File: config.mk
export PLATFORM = sky130hd
export DESIGN_NAME = img_bi_interp_pipe
export DESIGN_NICKNAME = d
export VERILOG_FILES = /design/src/rtl/img_bi_interp_pipe.sv
export SDC_FILE = /design/constraint.sdc
export NUM_CORES = 1
export LEC_CHECK = 0
export CORE_MARGIN = 4
export CORE_UTILIZATION = 35
export DETAILED_ROUTE_END_ITERATION = 10
export GPL_ROUTABILITY_DRIVEN = 0
export SLEW_MARGIN = 30
export SYNTH_ARGS = -nofsm -noshare
export SYNTH_HDL_FRONTEND = slang
export SYNTH_SLANG_ARGS = --single-unit
File: constraint.sdc
create_clock -name clk -period 3.26 [get_ports clk]
set_input_delay 0.326 -clock clk [delete_from_list [all_inputs] [get_ports clk]]
set_output_delay 0.326 -clock clk [all_outputs]
set_load 0.02 [all_outputs]
File: src/rtl/img_bi_interp_pipe.sv
// Three-stage bilinear interpolator: a 2x2 neighbourhood and a fractional (row, col)
// offset go in, one Q(PIX_W).OUT_FRAC intensity comes out per cycle, with backpressure.
module img_bi_interp_pipe #(
    parameter int PIX_W     = 8,
    parameter int FRAC_BITS = 2,
    parameter int OUT_FRAC  = 4,
    parameter int ROUND_EN  = 0
) (
    input  logic                      clk,
    input  logic                      rst,
    input  logic                      in_valid,
    output logic                      in_ready,
    input  logic [2*PIX_W-1:0]        row0_ele,
    input  logic [2*PIX_W-1:0]        row1_ele,
    input  logic [FRAC_BITS-1:0]      frac_r,
    input  logic [FRAC_BITS-1:0]      frac_c,
    output logic                      out_valid,
    input  logic                      out_ready,
    output logic [PIX_W+OUT_FRAC-1:0] interp_I,
    output logic                      uniform
);

    localparam int W_W    = 2*FRAC_BITS + 1;
    localparam int P_W    = PIX_W + W_W;
    localparam int SUM_W  = P_W + 1;
    localparam int RES_W  = PIX_W + OUT_FRAC;
    localparam int D      = 2*FRAC_BITS - OUT_FRAC;
    localparam int SHR    = (D > 0) ? D : 0;
    localparam int SHL    = (D < 0) ? -D : 0;
    localparam int EXT_W  = SUM_W + SHL + 1;
    localparam int RND_SH = (SHR > 0) ? SHR - 1 : 0;
    localparam logic [EXT_W-1:0] RND_ADD =
        (ROUND_EN != 0 && SHR > 0) ? (EXT_W'(1) << RND_SH) : '0;
    localparam logic [FRAC_BITS:0] S_VAL = {1'b1, {FRAC_BITS{1'b0}}};

    function automatic logic [W_W-1:0] weight_mul(input logic [FRAC_BITS:0] a,
                                                  input logic [FRAC_BITS:0] b);
        logic [2*FRAC_BITS+1:0] p;
        p = {{(FRAC_BITS+1){1'b0}}, a} * {{(FRAC_BITS+1){1'b0}}, b};
        return p[W_W-1:0];
    endfunction

    function automatic logic [P_W-1:0] pix_mul(input logic [PIX_W-1:0] e,
                                               input logic [W_W-1:0]   w);
        return {{W_W{1'b0}}, e} * {{PIX_W{1'b0}}, w};
    endfunction

    logic                 advance_s;
    logic [FRAC_BITS:0]   x_s, y_s, sx_s, sy_s;
    logic [PIX_W-1:0]     e00_s, e01_s, e10_s, e11_s;
    logic                 eq_s;

    logic                 s1_valid_r, s1_eq_r;
    logic [PIX_W-1:0]     s1_e00_r, s1_e01_r, s1_e10_r, s1_e11_r;
    logic [W_W-1:0]       s1_w00_r, s1_w01_r, s1_w10_r, s1_w11_r;

    logic                 s2_valid_r, s2_eq_r;
    logic [PIX_W-1:0]     s2_e00_r;
    logic [P_W-1:0]       s2_p00_r, s2_p01_r, s2_p10_r, s2_p11_r;

    logic [SUM_W-1:0]     sum_s;
    logic [EXT_W-1:0]     scaled_s;
    logic [RES_W-1:0]     res_s;

    logic                 out_valid_r, uniform_r;
    logic [RES_W-1:0]     interp_i_r;

    // The whole pipe moves as one unit; the only combinational output path.
    assign advance_s = !out_valid_r || out_ready;
    assign in_ready  = advance_s;
    assign out_valid = out_valid_r;
    assign interp_I  = interp_i_r;
    assign uniform   = uniform_r;

    assign e00_s = row0_ele[2*PIX_W-1:PIX_W];
    assign e01_s = row0_ele[PIX_W-1:0];
    assign e10_s = row1_ele[2*PIX_W-1:PIX_W];
    assign e11_s = row1_ele[PIX_W-1:0];
    // Widened by one bit so S-x stays positive even at the largest fraction.
    assign x_s   = {1'b0, frac_r};
    assign y_s   = {1'b0, frac_c};
    assign sx_s  = S_VAL - x_s;
    assign sy_s  = S_VAL - y_s;
    assign eq_s  = (e00_s == e01_s) && (e01_s == e10_s) && (e10_s == e11_s);

    // Stage 1: capture pixels, bilinear weights and the uniform flag.
    always_ff @(posedge clk) begin
        if (rst) begin
            s1_valid_r <= 1'b0;
            s1_eq_r    <= 1'b0;
            s1_e00_r   <= '0;
            s1_e01_r   <= '0;
            s1_e10_r   <= '0;
            s1_e11_r   <= '0;
            s1_w00_r   <= '0;
            s1_w01_r   <= '0;
            s1_w10_r   <= '0;
            s1_w11_r   <= '0;
        end else if (advance_s) begin
            s1_valid_r <= in_valid;
            s1_eq_r    <= eq_s;
            s1_e00_r   <= e00_s;
            s1_e01_r   <= e01_s;
            s1_e10_r   <= e10_s;
            s1_e11_r   <= e11_s;
            s1_w00_r   <= weight_mul(sx_s, sy_s);
            s1_w10_r   <= weight_mul(x_s, sy_s);
            s1_w01_r   <= weight_mul(sx_s, y_s);
            s1_w11_r   <= weight_mul(x_s, y_s);
        end
    end

    // Stage 2: the four pixel-weight products.
    always_ff @(posedge clk) begin
        if (rst) begin
            s2_valid_r <= 1'b0;
            s2_eq_r    <= 1'b0;
            s2_e00_r   <= '0;
            s2_p00_r   <= '0;
            s2_p01_r   <= '0;
            s2_p10_r   <= '0;
            s2_p11_r   <= '0;
        end else if (advance_s) begin
            s2_valid_r <= s1_valid_r;
            s2_eq_r    <= s1_eq_r;
            s2_e00_r   <= s1_e00_r;
            s2_p00_r   <= pix_mul(s1_e00_r, s1_w00_r);
            s2_p01_r   <= pix_mul(s1_e01_r, s1_w01_r);
            s2_p10_r   <= pix_mul(s1_e10_r, s1_w10_r);
            s2_p11_r   <= pix_mul(s1_e11_r, s1_w11_r);
        end
    end

    // Stage 3 datapath: sum, rescale to OUT_FRAC, saturate, uniform bypass.
    always_comb begin
        sum_s    = {1'b0, s2_p00_r} + {1'b0, s2_p01_r} + {1'b0, s2_p10_r} + {1'b0, s2_p11_r};
        scaled_s = ((EXT_W'(sum_s) + RND_ADD) >> SHR) << SHL;
        res_s    = '0;
        if (s2_eq_r) begin
            res_s = RES_W'(s2_e00_r) << OUT_FRAC;
        end else if (scaled_s[EXT_W-1:RES_W] != '0) begin
            res_s = '1;
        end else begin
            res_s = scaled_s[RES_W-1:0];
        end
    end

    // Stage 3 register: outputs only change on a real beat, so bubbles keep the last value.
    always_ff @(posedge clk) begin
        if (rst) begin
            out_valid_r <= 1'b0;
            interp_i_r  <= '0;
            uniform_r   <= 1'b0;
        end else if (advance_s) begin
            out_valid_r <= s2_valid_r;
            if (s2_valid_r) begin
                interp_i_r <= res_s;
                uniform_r  <= s2_eq_r;
            end
        end
    end

endmodule

==> impl_results.md <==
* CTS Root Cell: clkbuf_16
* Post-DP Area at 0.0130 mm2
* Initial antenna violation count at 0
* First-pass GRT wire length at 47900 um
* Die area at about 0.034 mm2
* Final core utilization at 47.4%
* Drt via density at around 4.8
* Clock Tree Buf Depth at 2
* Syn Std Cell Area at between 0.01 and 0.015 mm2
* Cell Pwr Density at about 320 mW/mm2
* Syn_area_per_cell at between 8 and 9 um2
* Worst hold slack at between 0.4 and 0.5 ns
* Die W at 184 um
* Clock Pin Slew Worst Setup and Hold Paths at approximately 0.06 ns
* Critical path startpoint category: flop
* Vias at ~9200
* Hold_buf cts at 0
* Residual DRC at 0
* Synth-to-Final Area Change at 33.4%
* Top cells by area, synth: dfxtp_1 (23%), fa_1 (18%), ha_1 (13%)
* Initial DRC Count at 454
* YS warnings at 0
* Starting Density at ~36%
* Register area at between 0.002 and 0.003 mm2
* Number of detailed-route iterations in the first pass at 4
* Net Sw Frac at approximately 30%
* Core area at around 0.03 mm2
* PnR worst setup slack at -0.126 ns
* Tmin final at approximately 3.4 ns
* MaxCap Viol Count at 0
* Synth unique cells at 48
* Slew Limit Headroom at 57.9%
* Dpl ws at -0.248 ns
* DP Wirelength at 22400 um
* Fin nets at around 1800
* Slew Viols, Final at 0
* H-tree depth at 4
* Min-delay worst type: input pin to flop
* Pleak at 6.53 nW
* Synth top area share at 23.2%
* Sequential power share at 36.3%
* ANT cells at 0
* Endpoints failing setup at 23
* Cell count after synthesis at between 1000 and 1500
* WS Path Type: flop to flop
* Clock latency on the worst-skew pair at ~0.42 ns
* Clock power frac at about two fifths
* Hold_sp: rst
* EDFF count, synth at 0
* FILL cells at roughly 2900
* Endpoints failing hold at 0
* #FFs+latches synth at between 100 and 150
* Fin area at between 0.01 and 0.015 mm2
* GRT Total Usage at between 10% and 20%
* Total CTS buffers at 17
* Final Instance Count excl. Fillers at approximately 1900
* Total Power at between 4 and 5 mW
* Worst-margin pin slew at 0.631 ns
* Flop2flop setup slack at -0.13 ns
* Share of synthesized registers carrying an async set or reset at 0%
* Row count at 64
* Worst R2R Start: s2_p00_r[1]
* Layout cell share with drive strength beyond 1 at 25.9%
* Setup TNS at -1.56 ns
* CTS Sinks at 126
* Worst vdd ir at approximately 340 uV
* Status: finished, violations left
* F_max at 295 MHz
* Crit path arrival time at around 3.7 ns
* Critical Path Start: s2_p00_r[1]
* DP Cell Count at 1872
* Logic pwr share at ~23%
* CP Max Fanout at 6
* RSZ-0062 raised after global routing: true
* Pin count of the biggest net entering global routing at between 100 and 150
* Total gr overflow at 0
* Worst endpoint required time at between 3 and 4 ns
* Most used DFF post-synth: dfxtp_1
* Critical path endpoint: interp_I[9]
* Vias in the first global route at around 9300
* P_int at roughly 3.3 mW
* Total net switching power at about 1.4 mW
* Worst R2R Path Depth at 15
* Worst setup EP type: flop
* Die H at around 180 um
* Routed wire length at between 20000 and 30000 um
* I/O pins at 55
* Failing checks: negative setup slack
* Reg-to-Reg End: interp_I[9]
* Area of the multi-input gates at approximately 0.0084 mm2
* Dominant cell type by area after synthesis: dfxtp_1
* Setup Skew at between 0.01 and 0.015 ns
* Synth Net Count at 1585
* CTS tree: done
* Wire per inst at between 15 and 20 um
* PortBufs at 54
* Final ANT Viol Nets at 0
* Post-synthesis sequential area ratio at 23.2%
* Period utilisation layout at 104%
-- layout by cell type, fill, tap and decap left out, types with 24 or more instances in the layout --
cell and count:
and2_1 81, nand2_1 253, nor2_1 32, inv_1 157, inv_2 28, a21oi_1 108
dfxtp_1 93, and2_4 24, ha_4 27, fa_1 92, clkdlybuf4s50_1 53, xnor2_1 28
buf_4 138, ha_1 83
-- metal layers --
metal	vias to the layer above	global-route usage, %	part of all wire (%)
met5	-	0	0
met4	0	4.44	1.8
met3	33	2.57	2.9
met2	144	27.6	46
met1	4392	25.1	49
li1	4671	-	-
-- layout make-up --
type,count,share of cell area [%]
Multi-Input combinational cell,978,57.7
Clock buffer,21,3.32
Sequential cell,126,17.9
Tap cell,396,3.42
Clock inverter,11,0.734
Inverter,188,4.91
Timing Repair Buffer,206,12.0
-- logic make-up (layout without fill, tap and decap cells) --
group                    after synthesis  in the layout  share of synthesized area, %
AND/OR/NAND/NOR                      483            483                          20.8
AO/OA/AOI/OAI                        232            232                          12.7
buffers and inverters                232            426                          8.02
adder cells (fa/ha/maj)              209            209                          30.7
flip-flops                           126            126                          23.2
XOR/XNOR                              54             54                          4.49
-- worst max-delay path, cell delays in order (launching register included) --
cell and delay [ns]:
dfxtp_2 0.33, inv_2 0.04, fa_1 0.49, fa_1 0.53
inv_2 0.05, ha_4 0.17, inv_2 0.05, fa_2 0.22
nor2b_4 0.04, o31a_1 0.28, o41ai_4 0.28, o21ai_2 0.11
xnor2_2 0.26, nor4_4 0.06, buf_4 0.17, a211oi_1 0.21
-- power groups by stage --
stage,sequential [mW],clock (mW),combinational (mW)
after global placement,1.72,0,0.950
after CTS,1.69,1.93,1.02
final,1.69,1.89,1.07
after detailed placement,1.73,0,0.961
after global routing,1.70,2.00,1.20
after floorplan,1.72,0,0.551
-- worst min-delay path by stage --
stage	endpoint	slack, ns	depth (start not counted)
floorplan	s2_e00_r[1]	0.43	2
global placement	s2_e00_r[0]	0.44	2
detailed placement	s2_e00_r[0]	0.44	2
CTS	s1_w10_r[4]	0.39	2
global route	s1_w01_r[4]	0.43	2
finish	s2_valid_r	0.40	2
-- sequential cells by signal, summed over array words and instances (netlist names), 8 cells and up --
| signal | flops |
|---|---|
| s1_e01_r | 8 |
| s2_p00_r | 13 |
| s2_e00_r | 8 |
| interp_I | 12 |
| s2_p11_r | 13 |
| s1_e11_r | 8 |
| s1_e10_r | 8 |
| s2_p10_r | 13 |
| s1_e00_r | 8 |
| s2_p01_r | 13 |
-- timing repair --
| item | CTS | global route |
|---|---|---|
| gates resized for setup | 104 | 103 |
| pin swaps | 114 | 98 |
| setup endpoints to repair | 36 | 40 |
| buffers inserted | 20 | 8 |
-- Yosys cell counts, types with 2 or more instances --
cell / number
o211ai_1: 2
a311oi_1: 4
a211oi_1: 19
o21bai_1: 8
o21a_1: 2
o21ai_2: 2
nand3_1: 17
ha_1: 113
o21ai_0: 28
xnor2_1: 32
and2_1: 105
nor4_1: 2
a21oi_1: 130
fa_1: 96
or3_1: 6
nand2b_1: 2
nand4_1: 4
nand2_1: 259
a21o_1: 12
clkbuf_1: 40
a21o_2: 2
nor2_1: 37
xor2_1: 20
nor3_1: 22
inv_1: 187
a31oi_1: 8
buf_1: 4
nor2b_1: 2
nand3b_1: 12
dfxtp_1: 126
a32oi_1: 2
and3_1: 13
a31o_2: 3
Note: power is estimated with default switching activity, not from simulation.
